==> config.mk <==
export PLATFORM = sky130hd
export DESIGN_NAME = regfile_wb_arbiter
export DESIGN_NICKNAME = d
export VERILOG_FILES = /design/src/rtl/otter_rf_pkg.sv /design/src/rtl/rf_scoreboard.sv /design/src/rtl/regfile_wb_arbiter.sv
export SDC_FILE = /design/constraint.sdc
export NUM_CORES = 1
export LEC_CHECK = 0
export BUFFER_PORTS_ARGS = -buffer_cell sky130_fd_sc_hd__buf_2
export CORE_ASPECT_RATIO = 1.1
export CORE_MARGIN = 4
export CORE_UTILIZATION = 41
export CTS_BUF_LIST = sky130_fd_sc_hd__clkbuf_8 sky130_fd_sc_hd__clkbuf_16
export DETAILED_ROUTE_END_ITERATION = 16
export PLACE_DENSITY = 0.78
export SYNTH_ARGS = -nofsm -noshare
export SYNTH_HDL_FRONTEND = slang
export SYNTH_SLANG_ARGS = --single-unit
==> constraint.sdc <==
create_clock -name CLK -period 2.45 [get_ports CLK]
set_clock_uncertainty 0.15 [all_clocks]
set_input_delay 0.3675 -clock CLK [delete_from_list [all_inputs] [get_ports CLK]]
set_output_delay 0.3675 -clock CLK [all_outputs]
set_load 0.02 [all_outputs]
==> src/rtl/otter_rf_pkg.sv <==
// rtl/otter_rf_pkg.sv - shared widths and types for the OTTER register-file write-back path
package otter_rf_pkg;

  localparam int XLEN      = 32;
  localparam int NREG      = 32;
  localparam int REG_ADR_W = $clog2(NREG);

  typedef struct packed {
    logic                 valid;
    logic [REG_ADR_W-1:0] adr;
    logic [XLEN-1:0]      data;
  } wb_req_t;

  typedef enum logic {
    REQ_A = 1'b0,
    REQ_B = 1'b1
  } req_id_t;

  function automatic logic is_real_write(input wb_req_t req);
    return req.valid && (req.adr != '0);
  endfunction

endpackage

==> src/rtl/rf_scoreboard.sv <==
// rtl/rf_scoreboard.sv - pending-destination scoreboard with RAW/WAW stall generation
module rf_scoreboard
  import otter_rf_pkg::*;
(
  input  logic                 CLK,
  input  logic                 RST,
  input  logic                 RF_EN,
  input  logic [REG_ADR_W-1:0] RF_WA,
  input  logic                 RES_EN,
  input  logic [REG_ADR_W-1:0] RES_ADR,
  input  logic [REG_ADR_W-1:0] SRC_ADR1,
  input  logic [REG_ADR_W-1:0] SRC_ADR2,
  output logic                 HAZ,
  output logic [NREG-1:0]      BUSY
);

  logic [NREG-1:0] busy_q;
  logic [NREG-1:0] set_mask;
  logic [NREG-1:0] clr_mask;

  // Looked up from the registered bits, so a register being written this cycle still stalls.
  assign HAZ  = !RST && RES_EN &&
                (busy_q[SRC_ADR1] || busy_q[SRC_ADR2] || busy_q[RES_ADR]);
  assign BUSY = busy_q;

  // Loop starts at 1 so x0 can never be marked busy.
  always_comb begin
    set_mask = '0;
    clr_mask = '0;
    for (int i = 1; i < NREG; i++) begin
      clr_mask[i] = RF_EN && (RF_WA == REG_ADR_W'(i));
      set_mask[i] = RES_EN && !HAZ && (RES_ADR == REG_ADR_W'(i));
    end
  end

  always_ff @(posedge CLK) begin
    if (RST) begin
      busy_q <= '0;
    end else begin
      busy_q <= (busy_q & ~clr_mask) | set_mask;
    end
  end

endmodule

==> src/rtl/regfile_wb_arbiter.sv <==
// rtl/regfile_wb_arbiter.sv - round-robin write-port arbiter for the OTTER register file
module regfile_wb_arbiter
  import otter_rf_pkg::*;
(
  input  logic                 CLK,
  input  logic                 RST,
  input  logic                 RES_EN,
  input  logic [REG_ADR_W-1:0] RES_ADR,
  input  logic [REG_ADR_W-1:0] SRC_ADR1,
  input  logic [REG_ADR_W-1:0] SRC_ADR2,
  output logic                 HAZ,
  input  logic                 A_VALID,
  input  logic [REG_ADR_W-1:0] A_ADR,
  input  logic [XLEN-1:0]      A_DATA,
  output logic                 A_READY,
  input  logic                 B_VALID,
  input  logic [REG_ADR_W-1:0] B_ADR,
  input  logic [XLEN-1:0]      B_DATA,
  output logic                 B_READY,
  output logic                 RF_EN,
  output logic [REG_ADR_W-1:0] RF_WA,
  output logic [XLEN-1:0]      RF_WD,
  output logic [NREG-1:0]      BUSY
);

  wb_req_t req_a;
  wb_req_t req_b;
  req_id_t last_q;
  logic    a_real, b_real;
  logic    a_zero, b_zero;
  logic    grant_a, grant_b;

  assign req_a = {A_VALID, A_ADR, A_DATA};
  assign req_b = {B_VALID, B_ADR, B_DATA};

  assign a_real = is_real_write(req_a);
  assign b_real = is_real_write(req_b);
  assign a_zero = req_a.valid && (req_a.adr == '0);
  assign b_zero = req_b.valid && (req_b.adr == '0);

  // Under contention the requester that did not win last time goes first.
  always_comb begin
    grant_a = 1'b0;
    grant_b = 1'b0;
    if (!RST) begin
      grant_a = a_real && (!b_real || (last_q == REQ_B));
      grant_b = b_real && (!a_real || (last_q == REQ_A));
    end
  end

  // x0 writes complete without touching the port, alongside any real grant.
  always_comb begin
    A_READY = !RST && (a_zero || grant_a);
    B_READY = !RST && (b_zero || grant_b);
    RF_EN   = grant_a || grant_b;
    RF_WA   = '0;
    RF_WD   = '0;
    if (grant_a) begin
      RF_WA = req_a.adr;
      RF_WD = req_a.data;
    end else if (grant_b) begin
      RF_WA = req_b.adr;
      RF_WD = req_b.data;
    end
  end

  always_ff @(posedge CLK) begin
    if (RST) begin
      last_q <= REQ_B;
    end else if (grant_a) begin
      last_q <= REQ_A;
    end else if (grant_b) begin
      last_q <= REQ_B;
    end
  end

  rf_scoreboard u_scoreboard (
    .CLK      (CLK),
    .RST      (RST),
    .RF_EN    (RF_EN),
    .RF_WA    (RF_WA),
    .RES_EN   (RES_EN),
    .RES_ADR  (RES_ADR),
    .SRC_ADR1 (SRC_ADR1),
    .SRC_ADR2 (SRC_ADR2),
    .HAZ      (HAZ),
    .BUSY     (BUSY)
  );

endmodule

==> summary.md <==
| Metric | Value |
|---|---|
| Clock buffer count from CTS | `5` |
| Unrepaired setup endpoints after global routing | `yes` |
| Die Width | `90.1 um` |
| Fmax | `372 MHz` |
| Crit path DAT | `2.17 ns` |
| Worst hold slack | `0.306 ns` |
| Post-Synth Simple-Gate Area | `0.222` |
| Yosys cell types | `69` |
| FFs w/ async S/R, synth | `0` |
| IO Pins | `167` |
| DP Wirelength | `10.9 mm` |
| CTS Sinks | `32` |
| Via count | `4403` |
| Post-synth EDFFs | `0` |
| Synth top area cells | `dfxtp_1 (21%), a22o_1 (10%), mux2i_1 (7.6%), mux4_2 (5.9%), a32o_1 (5.3%)` |
| Largest family of logic cells by synthesized area | `compound AO/OA/AOI/OAI gates` |
| Final Instance Area | `5540 um2` |
| Grt ovf | `0` |
| Vert. Die Dim | `98.3 um` |
| Initial antenna violation count | `0` |
| Layout cells sized above 1 | `0.604` |
| Switching power total | `639 uW` |
| Core footprint | `7130 um2` |
| Commonest non-fill, non-tap cell in the layout | `buf_2` |
| Yosys warning total | `0` |
| Comb pwr share | `0.468` |
| Clock network power share | `0.234` |
| CP Data Required Time | `1.93 ns` |
| Top cell type's share of synthesized area | `0.211` |
| Max-slew violation count | `0` |
| First-pass GRT wire length | `22.0 mm` |
| Fin. Hold Viols | `0` |
| Final nets | `682` |
| Syn_nets | `438` |
| Clock H-tree levels | `2` |
| #FFs+latches synth | `32` |
| Cell internal pwr | `1.14 mW` |
| Root buf cell | `clkbuf_8` |
| WL/cell | `23.0 um` |
| Compound-Gate Fraction of Synth Area | `0.344` |
| RePlAce Congestion | `0.998` |
| Synth Flop Type | `dfxtp_1` |
| Filler cell count | `455` |
| Slew Limit Headroom | `0.467` |
| CTS tree | `yes` |
| Outcome | `finished, violations left` |
| Initial Util | `0.426` |
| Hold buffer count at cts | `0` |
| Largest net degree at the start of global routing | `33` |
| Total Routing Usage GR | `0.311` |
| Post-route total power | `1.78 mW` |
| Rows | `32` |
| Setup TNS | `-6.07 ns` |
| Cell Pwr Density | `321 nW/um2` |
| Slowest CP cell | `mux4_2` |
| Crit path launch type | `flop` |
| Hold WC Path Type | `input port to flop` |
| Worst slack, placed | `-0.234 ns` |
| Vias per inst | `6.53` |
| Post-synthesis mux area share | `0.167` |
| Worst setup EP type | `output port` |
| Final period util | `1.10` |
| Syn Inst Count | `344` |
| PortBufs | `165` |
| Final Core Density | `0.778` |
| Critical path class | `flop to output port` |
| Worst-margin pin slew | `0.797 ns` |
| Most used cell along the critical path | `nor2_2` |
| CP max stage delay | `0.49 ns` |
| Minimum clock period | `2.69 ns` |
| Synth Cell Area | `3040 um2` |
| Max-Cap Viols | `0` |
| Clock latency on the worst-skew pair | `0.28 ns` |
| Vias in the first global route | `4249` |
| Crit path cell chain | `mux4_2, nor2_2, a221oi_2, a211o_1, a2111oi_4, nor2_2, buf_6` |
| Sw Ratio | `0.359` |
| Worst-path maximum fanout | `5` |
| Post-Synth Adder-Cell Area | `0` |
| Register area share after synthesis | `0.211` |
| ANT cells | `0` |
| Clock slew at reported path FFs | `0.06 ns` |
| Longest Clk Path Bufs | `2` |
| Avg Inst Size Synth | `8.83 um2` |
| Iter 0 DRT Violations | `577` |
| Layout area overhead | `82.4%` |
| First-pass DRT Iterations | `5` |
| Post-Route WL | `15.5 mm` |
| Worst vdd ir | `0.196 mV` |
| Placed instance area | `4500 um2` |
| Setup ws final | `-0.235 ns` |
| Most frequent cells in the layout | `buf_2 (124), buf_4 (78), buf_6 (53), a22o_1 (34), dfxtp_1 (27)` |
| Layout Cells excl Fill | `674` |
| Flop pwr share | `0.298` |
| # placed instances | `644` |
| Leak | `2.47 nW` |
| Final setup violation count | `58` |
| Failing checks | `negative setup slack` |
| Synth Area in XOR/XNOR | `0` |
| Dominant cell type by area after synthesis | `dfxtp_1` |
| Die ar. | `8860 um2` |
| Final ANT Viol Nets | `0` |
| Remaining DRCs | `0` |
## per-layer routing
metal / vias to the layer above / GRT usage / share of wire
li1: 1920 / - / -
met1: 2063 / 0.336 / 0.34
met2: 344 / 0.574 / 0.50
met3: 76 / 0.0670 / 0.11
met4: 0 / 0.152 / 0.058
met5: - / 0 / 0
## critical path, delay by kind of cell, from the launching register on
| family | cells | cell delay, ns |
|---|---|---|
| AOI/OAI and AO/OA | 3 | 0.69 |
| muxes | 1 | 0.49 |
| DFF | 1 | 0.36 |
| and+or+nand+nor | 2 | 0.21 |
| buffers and inverters | 1 | 0.13 |
## area by class of cell
cell class	instances	area (um2)	area share
Timing Repair Buffer	266	2050	0.370
Sequential cell	32	649	0.117
Tap cell	85	106	0.0192
Multi-Input combinational cell	276	2620	0.473
Clock buffer	6	82.6	0.0149
Inverter	7	26.3	0.00474
Clock inverter	2	7.51	0.00135
## cells in the mapped netlist, drive strengths merged, types with 3 or more instances
cell / number
a22o: 35
dfxtp: 32
nand3: 25
mux2i: 23
o21ai: 20
clkbuf: 19
o311ai: 18
nand2: 17
a32o: 16
nor2: 16
buf: 11
mux4: 10
inv: 7
nor3: 7
nor2b: 6
or2: 6
a21oi: 5
nor4b: 5
or3: 5
a22oi: 4
mux2: 4
nand2b: 4
o22a: 4
o22ai: 4
nand4: 3
or4b: 3
## registers in the layout (all words and copies together) (netlist names)
register,flops
u_scoreboard.BUSY,31
last_q,1
## timing repair
action | 4_1_cts | 5_1_grt
pin swaps | 41 | 35
gates resized for setup | 107 | 63
gates cloned | 5 | 1
endpoints found under the setup margin | 37 | 66
setup buffers | 10 | 9
## path summary, 6_finish.rpt
path                            cells after the start                   from                   end  slack [ns]
worst max register to register                      8  u_scoreboard.BUSY[24]  u_scoreboard.BUSY[1]        0.05
worst min register to register                      2   u_scoreboard.BUSY[7]  u_scoreboard.BUSY[7]        0.40
worst min-delay path                                3                B_VALID                last_q        0.31
worst max-delay path                                7   u_scoreboard.BUSY[7]                   HAZ       -0.24
## power groups by stage
| stage | Combinational [mW] | Clock [mW] | Sequential [mW] |
|---|---|---|---|
| finish | 0.834 | 0.416 | 0.531 |
| global route | 0.868 | 0.430 | 0.532 |
| CTS | 0.741 | 0.414 | 0.531 |
| detailed placement | 0.614 | 0 | 0.544 |
| global placement | 0.604 | 0 | 0.543 |
| floorplan | 0.329 | 0 | 0.548 |
## cells by family (layout without fill, tap and decap cells)
| kind of cell | Yosys count | count (layout) |
|---|---|---|
| buffers and inverters | 37 | 281 |
| and+or+nand+nor | 110 | 110 |
| AOI/OAI and AO/OA | 127 | 128 |
| muxes | 37 | 37 |
| other | 1 | 1 |
| DFF | 32 | 32 |
(Power assumes the default switching activity.)
